`config.mk`:
```
export PLATFORM = sky130hd
export DESIGN_NAME = jump_button_conditioner
export DESIGN_NICKNAME = d
export VERILOG_FILES = /design/src/rtl/jump_button_conditioner.sv
export SDC_FILE = /design/constraint.sdc
export NUM_CORES = 1
export LEC_CHECK = 0
export BUFFER_PORTS_ARGS = -buffer_cell sky130_fd_sc_hd__buf_2
export CAP_MARGIN = 20
export CORE_UTILIZATION = 52
export CTS_CLUSTER_SIZE = 25
export DETAILED_ROUTE_END_ITERATION = 12
export PLACE_DENSITY = 0.74
export SETUP_SLACK_MARGIN = 0.1
export SKIP_LAST_GASP = 1
export SYNTH_ARGS = -nofsm -noshare
export SYNTH_HDL_FRONTEND = slang
export SYNTH_SLANG_ARGS = --single-unit
```
`constraint.sdc`:
```
create_clock -name clk -period 1.9 [get_ports clk]
set_input_delay 0.19 -clock clk [delete_from_list [all_inputs] [get_ports clk]]
set_output_delay 0.19 -clock clk [all_outputs]
set_load 0.01 [all_outputs]
```
`src/rtl/jump_button_conditioner.sv`:
```
// Jump button conditioner: 2-flop synchroniser, four-state debounce FSM, rising-edge pulse,
// sticky jump request with acknowledge, and a saturating press counter. All outputs registered.
module jump_button_conditioner #(
  parameter int DEBOUNCE_CYCLES = 1_000_000,
  parameter int CNT_W           = 20,
  parameter int PRESS_CNT_W     = 8
) (
  input  logic                   clk,
  input  logic                   reset,
  input  logic                   button_raw,
  input  logic                   jump_ack,
  output logic                   btn_level,
  output logic                   btn_rise,
  output logic                   jump_req,
  output logic [PRESS_CNT_W-1:0] press_count
);

  // Handshake: jump_req rises on a debounced press and holds until a cycle with jump_ack=1
  // that is not itself a press edge; a press on the same edge as an ack always wins.

  typedef enum logic [1:0] {
    IDLE         = 2'd0,
    PRESS_WAIT   = 2'd1,
    PRESSED      = 2'd2,
    RELEASE_WAIT = 2'd3
  } state_t;

  localparam logic [CNT_W-1:0]       CNT_LAST  = CNT_W'(DEBOUNCE_CYCLES - 1);
  localparam logic [PRESS_CNT_W-1:0] PRESS_MAX = '1;

  state_t           state;
  state_t           state_nxt;
  logic [CNT_W-1:0] cnt;
  logic [CNT_W-1:0] cnt_nxt;
  logic             sync_meta;
  logic             sync_q;
  logic             rise_nxt;
  logic             level_nxt;

  always_ff @(posedge clk) begin
    if (!reset) begin
      sync_meta <= 1'b0;
      sync_q    <= 1'b0;
    end else begin
      sync_meta <= button_raw;
      sync_q    <= sync_meta;
    end
  end

  always_comb begin
    state_nxt = state;
    cnt_nxt   = cnt;
    rise_nxt  = 1'b0;
    case (state)
      IDLE: begin
        if (sync_q) begin
          state_nxt = PRESS_WAIT;
          cnt_nxt   = '0;
        end
      end
      PRESS_WAIT: begin
        if (!sync_q) begin
          state_nxt = IDLE;
          cnt_nxt   = '0;
        end else if (cnt == CNT_LAST) begin
          state_nxt = PRESSED;
          cnt_nxt   = '0;
          rise_nxt  = 1'b1;
        end else begin
          cnt_nxt = cnt + 1'b1;
        end
      end
      PRESSED: begin
        if (!sync_q) begin
          state_nxt = RELEASE_WAIT;
          cnt_nxt   = '0;
        end
      end
      RELEASE_WAIT: begin
        // Returning to PRESSED from here is a rejected release bounce, not a new press.
        if (sync_q) begin
          state_nxt = PRESSED;
          cnt_nxt   = '0;
        end else if (cnt == CNT_LAST) begin
          state_nxt = IDLE;
          cnt_nxt   = '0;
        end else begin
          cnt_nxt = cnt + 1'b1;
        end
      end
      default: begin
        state_nxt = IDLE;
        cnt_nxt   = '0;
      end
    endcase
  end

  assign level_nxt = (state_nxt == PRESSED) || (state_nxt == RELEASE_WAIT);

  always_ff @(posedge clk) begin
    if (!reset) begin
      state       <= IDLE;
      cnt         <= '0;
      btn_level   <= 1'b0;
      btn_rise    <= 1'b0;
      jump_req    <= 1'b0;
      press_count <= '0;
    end else begin
      state     <= state_nxt;
      cnt       <= cnt_nxt;
      btn_level <= level_nxt;
      btn_rise  <= rise_nxt;
      if (rise_nxt) begin
        jump_req <= 1'b1;
      end else if (jump_ack) begin
        jump_req <= 1'b0;
      end
      if (rise_nxt && (press_count != PRESS_MAX)) begin
        press_count <= press_count + 1'b1;
      end
    end
  end

endmodule
```
# After elaboration in Yosys (flattened, before gate mapping)
# Index checks and enable logic that the tools add are counted.
# totals
register_bits	35
input_bits	4
word_cells	42
# classes
add_sub_neg	2
eq_ne	9
n_mux	18
reduce_logical	5
# op_table
operator	count
$mux 20	5
$pmux 20 s4	1
$add 20x1->20 const B	1
$eq 20x20->1 const B	1
$mux 2	6
$add 8x1->8 const B	1
$eq 2x2->1 const B	4
$ne 8x8->1 const B	1
$pmux 2 s4	1
$mux 1	5
$ne 2x2->1 const B	2
$eq 2x1->1 const B	1
$logic_not 2->1	1
$reduce_and 2->1	1
$reduce_bool 2->1	1
$logic_and 1x1->1	1
$logic_or 1x1->1	1

# Depth between registers and ports, before layout
# Gate-level depths: netlist of the first run.
# depth
word_depth	6
depth_mapped	7

# Worst setup path after synthesis of the first run
# Ideal clock, no wire load.
# synth_timing
path_kind	register to register
startpoint	register cnt[15]
endpoint	register press_count[4]
setup_time_ps	70
arrival_ps	1974
required_ps	1830
setup_slack_ps	-144
stages_incl_launch_ff	7
n_path_buf	1
cell_sequence	dfxtp_1 > or4b_4 > nor4_4 > nand4b_2 > buf_6 > or3_1 > a21oi_1
# synth_between
elab_chain_len	5
# synth_lines
element	line_no	rtl
start, declared	33	logic [CNT_W-1:0] cnt;
start signal, assigned	110	cnt <= cnt_nxt;
$eq 20x20->1	65	end else if (cnt == CNT_LAST) begin
$mux 1	65	
$mux 1	62	if (!sync_q) begin
$mux 1	54	case (state)
$logic_and 1x1->1	118	if (rise_nxt && (press_count != PRESS_MAX)) begin
end signal, assigned	119	press_count <= press_count + 1'b1;
end, declared	15	output logic [PRESS_CNT_W-1:0] press_count
# No other way between the ends.
# A chain may end at the register's enable or synchronous reset.

# Worst setup path in the final report of the first run
# layout_timing
startpoint	register cnt[19]
endpoint	register press_count[3]
# The elaborated chain is that of the path after synthesis.

==> results of run 1 <==
## path summary, 6_finish.rpt
path / startpoint / endpoint / cells past startpoint
worst max-delay path: cnt[19] / press_count[3] / 6
worst min-delay path: button_raw / sync_meta / 2
worst max register to register: cnt[19] / press_count[3] / 6
worst min register to register: sync_meta / sync_q / 1
## final cells by class
class,count,share of cell area
inverters,7,0.0131
flip-flops and latches,35,0.351
clock buffers,6,0.0255
well taps,31,0.0193
multi-input cells,139,0.456
clock inverters,2,0.0174
repair buffers,33,0.118
## worst max-delay path, stage by stage, from the launching register on
cell and delay [ps]:
dfxtp_1 380, or4b_4 520, nor4_4 380, nand4b_4 160, buf_6 160, or3_1 320
a21oi_2 120
## metrics by stage
step / hold slack (ps) / util / power (W) / setup slack, ps / cell area, um2
finish: 51.9 / 0.710 / 0.00133 / -196 / 2010
detailed placement: 402 / 0.650 / 0.000792 / -141 / 1840
global route: 45.6 / 0.710 / 0.00137 / -276 / 2010
CTS: 54.5 / 0.691 / 0.00133 / -160 / 1950
floorplan: 312 / - / 0.000775 / -80.9 / 1610
global placement: 399 / 0.650 / 0.000791 / -98.5 / 1840
## timing repair
| item | 4_1_cts | 5_1_grt |
|---|---|---|
| buffers inserted | 1 | 0 |
| setup endpoints to repair | 27 | 28 |
| endpoints found under the hold margin | 0 | 0 |
| gates resized for setup | 5 | 11 |
| pin swaps | 1 | 8 |
## registers in the layout, indices dropped and copies added, names as in the netlist
register and flops:
sync_q 1, sync_meta 1, state 2, press_count 8
btn_rise 1, btn_level 1, cnt 20, jump_req 1
## layer usage
layer | wire [um] | share of wire | up-vias
met3 | 91 | 0.027 | 4
li1 | - | - | 719
met4 | 38 | 0.011 | 0
met2 | 1590 | 0.48 | 17
met5 | 0 | 0 | -
met1 | 1600 | 0.48 | 668
## power groups by stage
stage | Combinational (W) | Clock (W) | Sequential, W
2_1_floorplan | 0.0000218 | 0 | 0.000754
3_3_place_gp | 0.0000361 | 0 | 0.000755
3_5_place_dp | 0.0000373 | 0 | 0.000755
4_1_cts | 0.0000382 | 0.000555 | 0.000738
5_1_grt | 0.0000433 | 0.000583 | 0.000739
6_report | 0.0000390 | 0.000551 | 0.000739
## cell families (layout without fill, tap and decap cells)
kind of cell	count (synthesis)	in the layout	share of synthesized area
xor+xnor	18	18	0.0982
fa+ha+maj	2	2	0.0156
flops	35	35	0.436
buf+inv	11	48	0.0327
mux	2	2	0.0125
simple gates	94	94	0.313
compound gates	23	23	0.0912
## layout by cell type, fill, tap and decap left out, types with 3 or more instances in the layout
cell / count
and4_1: 3
or3_1: 4
nand3_1: 8
nor4_1: 3
buf_6: 3
buf_2: 14
nor3_1: 6
nand4_1: 5
inv_1: 7
nand2_1: 12
clkbuf_4: 5
dfxtp_1: 32
nor2_1: 35
o21ai_0: 4
a21oi_1: 7
dfxtp_2: 3
buf_4: 15
xnor2_1: 16
and2_1: 3
==> flow_summary.ini, run 1 <==
[synthesis]
ys.flop_type = dfxtp_1
synth_commonest_cells = dfxtp_1, nor2_1, xnor2_1
async_reset_ff_frac = 0
syn_nets = 191
synth_top_area_frac = 0.436
synth-seq-cells = 35
synth_top_cell_by_area = dfxtp_1
yosys-top-cells-area = dfxtp_1, xnor2_1, nor2_1, nand2_1, a21oi_1
avgSynthCellArea_um2 = 8.68
syn_inst = 185
netlist_area_um2 = 1610
synth_edf_count = 0
yosys_warnings = 0
synth_cell_types = 38
yosysSeqAreaShare = 0.436

[power]
leakage_nw = 0.800
intPower_w = 0.00106
power_frac_comb = 0.029
p_per_area_nw_per_um2 = 661
max-vdd-ir-drop_uv = 465
pwr-share-seq = 0.556
swShare = 0.201
clockPowerShare = 0.415
power.switching_w = 0.000267

[floorplan]
die_area_um2 = 3310
start_util = 0.567
pin_count = 15
die_y_um = 57.6
core_um2 = 2830
std_cell_rows = 19
die-width_um = 57.6

[routing]
post_drt_wl_per_cell_um = 13.1
firstDrtPassIters = 8
vias = 1408
viasPerCell = 5.57
drt_iter0_markers = 32
route.detailed.drc = 2
ant_nets = 0
wl_mm = 3.32

[critical_path]
cp.required_ps = 2180
end_kind = flip-flop
regToRegSetupSlack_ps = -200
cp_max_fo = 7
cp.arrival_ps = 2380
setup.worst_path.class = flip-flop to flip-flop
worstSetupStartpointType = flip-flop

[clock_network]
path_clk_slew_ps = 100
cts_hold_buf = 0
cts_tree = done
cts_buffer_depth = 2
htree_levels = 2
cts.root.buffer_cell = clkbuf_4
clock-sinks = 35
tritoncts.num_buffers = 5
clk_latency_ps = 330

[cells_and_area]
n_antenna_cell = 0
regArea_um2 = 704
finalNonFillerCells = 253
fin_nets = 227
nFillCells = 220
multi_input_area_um2 = 917
areaGrowthSynthToFinish_pct = 25.2
drive_gt1_frac = 0.261

[grt]
grt_pass1_wl_mm = 5.65
antenna_found_initial = 0
overflow = 0
use_met1 = 0.274
use_met2 = 0.377
grtUsageTotal = 0.225
grt_max_degree = 17
grt_pass1_vias = 1327
top_usage_layer = met2
use_met3 = 0.0612

[timing]
hold_viol = 0
setup_viol = 27
tns_ps = -4170
rsz0062_at_grt = true
fin_worst_skew_ps = 7.50
slew_viol_final = 0
layout_setup_ws_ps = -196
fin_crit_ps = 2100
finalCritPeriodShare = 1.10
max_freq_mhz = 477
tightest_slew_ps = 719
max_slew_margin = 0.518

[run]
cap_violations = 0

[place]
dp_cells = 244
io_buffers = 14
gp_congestion = 0.823
place_hpwl_mm = 2.47

[outcome]
run_status = finished with violations
failed_checks = DRC, setup timing

[hold_path]
worstHoldPathType = primary input to flip-flop
(Power assumes the default switching activity.)
==> run 2, diff against run 1 <==
ABC_AREA = 1   (was default)
CORE_UTILIZATION = 53   (was 52)
PLACE_DENSITY = 0.75   (was 0.74)
SETUP_SLACK_MARGIN = 0.02   (was 0.1)
==> flow_summary.ini, run 2 <==
[grt]
antenna_found_initial = 0
grtUsageTotal = 0.229
overflow = 0
grt_max_degree = 15
grt_pass1_wl_mm = 7.03
grt_pass1_vias = 1615

[power]
finalPower_w = 0.00135
leakage_nw = 0.833
max-vdd-ir-drop_uv = 523
p_per_area_nw_per_um2 = 632

[cells_and_area]
drive_gt1_frac = 0.208
largest_reg_flops = 20
nFillCells = 306
finalNonFillerCells = 330
multi_input_area_um2 = 1090
n_antenna_cell = 0
layout_common_cells = nand2_1, dfxtp_1, nor2_1
fin_nets = 289
areaGrowthSynthToFinish_pct = 9.69
final_cell_area_um2 = 2140
regArea_um2 = 701
reg_top3 = cnt (20), press_count (8), state (2)
final_common_cell = nand2_1
registers.top_by_ff_count = cnt

[clock_network]
cts_tree = done
cts_setup_buffers = 0
htree_levels = 2
cts_hold_buf = 0
clk_latency_ps = 300
ctsResizeCount = 0
path_clk_slew_ps = 80
tritoncts.num_buffers = 5
clock-sinks = 35
cts_buffer_depth = 2
cts.root.buffer_cell = clkbuf_8

[routing]
vias = 1710
route.detailed.drc = 0
wl_mm = 3.98
drt_iter0_markers = 148
post_drt_wl_per_cell_um = 12.1
viasPerCell = 5.18
ant_nets = 0
firstDrtPassIters = 4

[timing]
max_slew_margin = 0.679
fin_worst_skew_ps = 5.32
tns_ps = 0
slew_viol_final = 0
setup_viol = 0
max_freq_mhz = 619
hold_viol = 0
finalCritPeriodShare = 0.850
tightest_slew_ps = 480
layout_setup_ws_ps = 284
fin_crit_ps = 1620
rsz0062_at_grt = false

[synthesis]
synth-seq-cells = 35
syn_nets = 272
synth_commonest_cells = nand2_1, dfxtp_1, nor2_1
yosysSeqAreaShare = 0.359
synth_edf_count = 0
yosys_warnings = 0
synth_top_area_frac = 0.359
synth_top_cell_by_area = dfxtp_1
syn_inst = 266
async_reset_ff_frac = 0
ys.flop_type = dfxtp_1
netlist_area_um2 = 1950
avgSynthCellArea_um2 = 7.33
yosys-top-cells-area = dfxtp_1, nand2_1, nor2_1, nand3_1, inv_1
synth_cell_types = 31
yosys.cell_count.top_type = nand2_1

[run]
cap_violations = 0

[place]
dp_cells = 322
io_buffers = 14
place_ws_ps = 300
placed_area_um2 = 2050
gp_congestion = 0.873
place_hpwl_mm = 2.84

[critical_path]
cp.required_ps = 2120
end_kind = flip-flop
worstSetupStartpointType = flip-flop
reg2reg_depth = 7
cp_max_fo = 9
cp.arrival_ps = 1830
setup.worst_path.class = flip-flop to flip-flop

[floorplan]
pin_count = 15
die-width_um = 62.6
std_cell_rows = 21
die_y_um = 62.6
die_area_um2 = 3920
start_util = 0.566
core_um2 = 3440

[hold_path]
worstHoldPathType = primary input to flip-flop
holdPathStages = 3

[outcome]
run_status = finished clean
==> run 2: changes by cell type in the layout (fill, tap and decap cells not counted), moves of 5 or more <==
cell and change:
nand4_1 +9, buf_4 -15, xor2_1 +6, inv_1 +19
nor3_2 +6, inv_2 +6, nor2_2 +7, nand2_1 +41
clkbuf_4 -5, nand3_1 +12, nand3_2 +5, xnor2_1 -16
a21oi_1 +12
==> run 2: per-layer routing <==
| layer | part of all wire | GRT usage |
|---|---|---|
| met4 | 0.018 | 0.0872 |
| met5 | 0 | 0 |
| met3 | 0.045 | 0.0620 |
| met2 | 0.44 | 0.371 |
| met1 | 0.49 | 0.287 |
==> run 2: final cells by class <==
class                           count  share of cell area
Multi-Input combinational cell    194               0.511
Clock inverter                      3              0.0111
Tap cell                           46              0.0269
Clock buffer                        5              0.0322
Inverter                           33              0.0579
Timing Repair Buffer               14              0.0328
Sequential cell                    35               0.328
==> run 2: power breakdown <==
group | internal (W) | switching (W) | total (W) | leakage, nW
sequential | 0.000735 | 0.00000141 | 0.000737 | 0.282
clock | 0.000262 | 0.000306 | 0.000568 | 0.0408
combinational | 0.00000929 | 0.0000365 | 0.0000458 | 0.510
total | 0.00101 | 0.000344 | 0.00135 | 0.833
==> run 2: path summary, 6_finish.rpt <==
path	start	end	slack [ps]
min	button_raw	sync_meta	70
max reg2reg	press_count[0]	press_count[3]	280
max	press_count[0]	press_count[3]	280
min reg2reg	sync_meta	sync_q	420
==> run 2: cells by family (layout without fill, tap and decap cells) <==
logic type / Yosys count / count (layout) / share of synthesized area
adders and majority gates: 2 / 2 / 0.0128
and+or+nand+nor: 158 / 158 / 0.441
DFF: 35 / 35 / 0.359
buffers and inverters: 37 / 55 / 0.0796
xor gates and xnor gates: 8 / 8 / 0.0359
AOI/OAI and AO/OA: 26 / 26 / 0.0712
==> run 2: per-stage QoR <==
step,util,hold WS [ps]
after floorplan,-,288
after CTS,0.621,65.8
after detailed placement,0.594,376
after global routing,0.621,87.4
final,0.621,67.2
after global placement,0.594,376
==> run 2: critical path, cell delays in order, from the launching register on <==
cell and delay (ps):
dfxtp_1 400, ha_1 200, nand2_1 70, nor2_1 220
nand3_2 240, nand3_4 200, nand2_1 60, a21oi_1 140
==> run 3, diff against run 2 <==
REMOVE_ABC_BUFFERS = 1   (was default)
==> flow_summary.ini, run 3 (synthesis results as in run 2) <==
[outcome]
run_status = finished clean

[power]
max-vdd-ir-drop_uv = 607
finalPower_w = 0.00134
leakage_nw = 0.836
p_per_area_nw_per_um2 = 626

[clock_network]
cts_setup_buffers = 0
ctsResizeCount = 0
tritoncts.num_buffers = 5
path_clk_slew_ps = 80
cts.root.buffer_cell = clkbuf_8
clock-sinks = 35
cts_tree = done
cts_buffer_depth = 2
htree_levels = 2
clk_latency_ps = 290
cts_hold_buf = 0

[floorplan]
start_util = 0.566
die-width_um = 62.6
pin_count = 15
die_area_um2 = 3920
std_cell_rows = 21
die_y_um = 62.6
core_um2 = 3440

[critical_path]
r2r_start = cnt[1]
cp.required_ps = 2060
crit_chain = ha_1 > nand3_2 > nor2_2 > nand3_4 > nor2_8 > nand3_4 > nand2_1 > a21oi_1
end_kind = flip-flop
reg2reg_depth = 8
worst_r2r_endpoint = press_count[2]
crit_start = cnt[1]
regToRegSetupSlack_ps = 270
critical_path_cell_count = 8
critical_path_buf_inv_count = 0
cp_common_cell = nand3_4
setup.worst_path.class = flip-flop to flip-flop
cp.arrival_ps = 1780
cp_top_family = simple AND/OR/NAND/NOR gates
cp_slowest_stage_delay_ps = 360
crit_slowest_cell = dfxtp_1
endpoint = press_count[2]
cp_max_fo = 9
worstSetupStartpointType = flip-flop

[routing]
vias = 1720
viasPerCell = 5.21
route.detailed.drc = 0
post_drt_wl_per_cell_um = 12.0
drt_iter0_markers = 81
ant_nets = 0
firstDrtPassIters = 5
wl_mm = 3.97

[place]
io_buffers = 14
dp_cells = 322
gp_congestion = 0.879
place_ws_ps = 280
place_hpwl_mm = 2.88

[timing]
hold_viol = 0
setup_viol = 0
tightest_slew_ps = 484
rsz0062_at_grt = false
finalCritPeriodShare = 0.856
fin_worst_skew_ps = 10.1
tns_ps = 0
max_slew_margin = 0.677
whs_ps = 80.1
max_freq_mhz = 615
slew_viol_final = 0
fin_crit_ps = 1630
layout_setup_ws_ps = 273

[grt]
grt_pass1_vias = 1556
grtUsageTotal = 0.226
grt_max_degree = 15
grt_pass1_wl_mm = 6.96
antenna_found_initial = 0
overflow = 0

[cells_and_area]
registers.top_by_ff_count = cnt
fin_nets = 289
final_common_cell = nand2_1
drive_gt1_frac = 0.208
layout_common_cells = nand2_1, dfxtp_1, nor2_1
areaGrowthSynthToFinish_pct = 9.76
finalNonFillerCells = 330
reg_top3 = cnt (20), press_count (8), state (2)
largest_reg_flops = 20
n_antenna_cell = 0

[run]
cap_violations = 0

[hold_path]
worstHoldPathType = primary input to flip-flop
==> run 3: changes by cell type in the layout (fill, tap and decap cells not counted), sizes merged <==
cell	previous run	this run
clkinv	1	3
clkinvlp	2	1
inv	33	32
==> run 3: routing by layer <==
layer	GRT usage	part of all wire	up-vias
met5	0	0	-
met2	0.361	0.45	34
li1	-	-	902
met4	0.0785	0.011	0
met3	0.0493	0.040	4
met1	0.299	0.50	780
==> run 3: worst min-delay path: stages <==
cell and delay (ps):
buf_2 70, nand2_1 40, inv_1 40
==> run 3: how the worst min path moves through the flow <==
stage	depth (start not counted)	slack, ps	end	start
after floorplan	2	280	sync_meta	reset
after global placement	3	380	sync_meta	button_raw
after detailed placement	3	380	sync_meta	button_raw
after CTS	3	70	sync_meta	button_raw
after global routing	3	70	sync_meta	button_raw
final	3	80	sync_meta	button_raw
==> run 3: where the power goes <==
group	switching, W	internal [W]
clock	0.000294	0.000262
sequential	0.00000150	0.000735
combinational	0.0000363	0.00000929
total	0.000332	0.00101
==> run 3: final cells by class <==
class                      count  area, um2
clock buffer                   5       68.8
clock inverter                 3       25.0
fill                         332       1300
inverter                      33        124
multi-input combinational    194       1090
sequential                    35        701
tap                           46       57.6
timing repair buffer          14       70.1
==> run 3: through the flow <==
step	cell area, um2	utilization
after floorplan	1920	-
after global placement	2050	0.594
after detailed placement	2050	0.594
after CTS	2140	0.622
after global routing	2140	0.622
final	2140	0.622
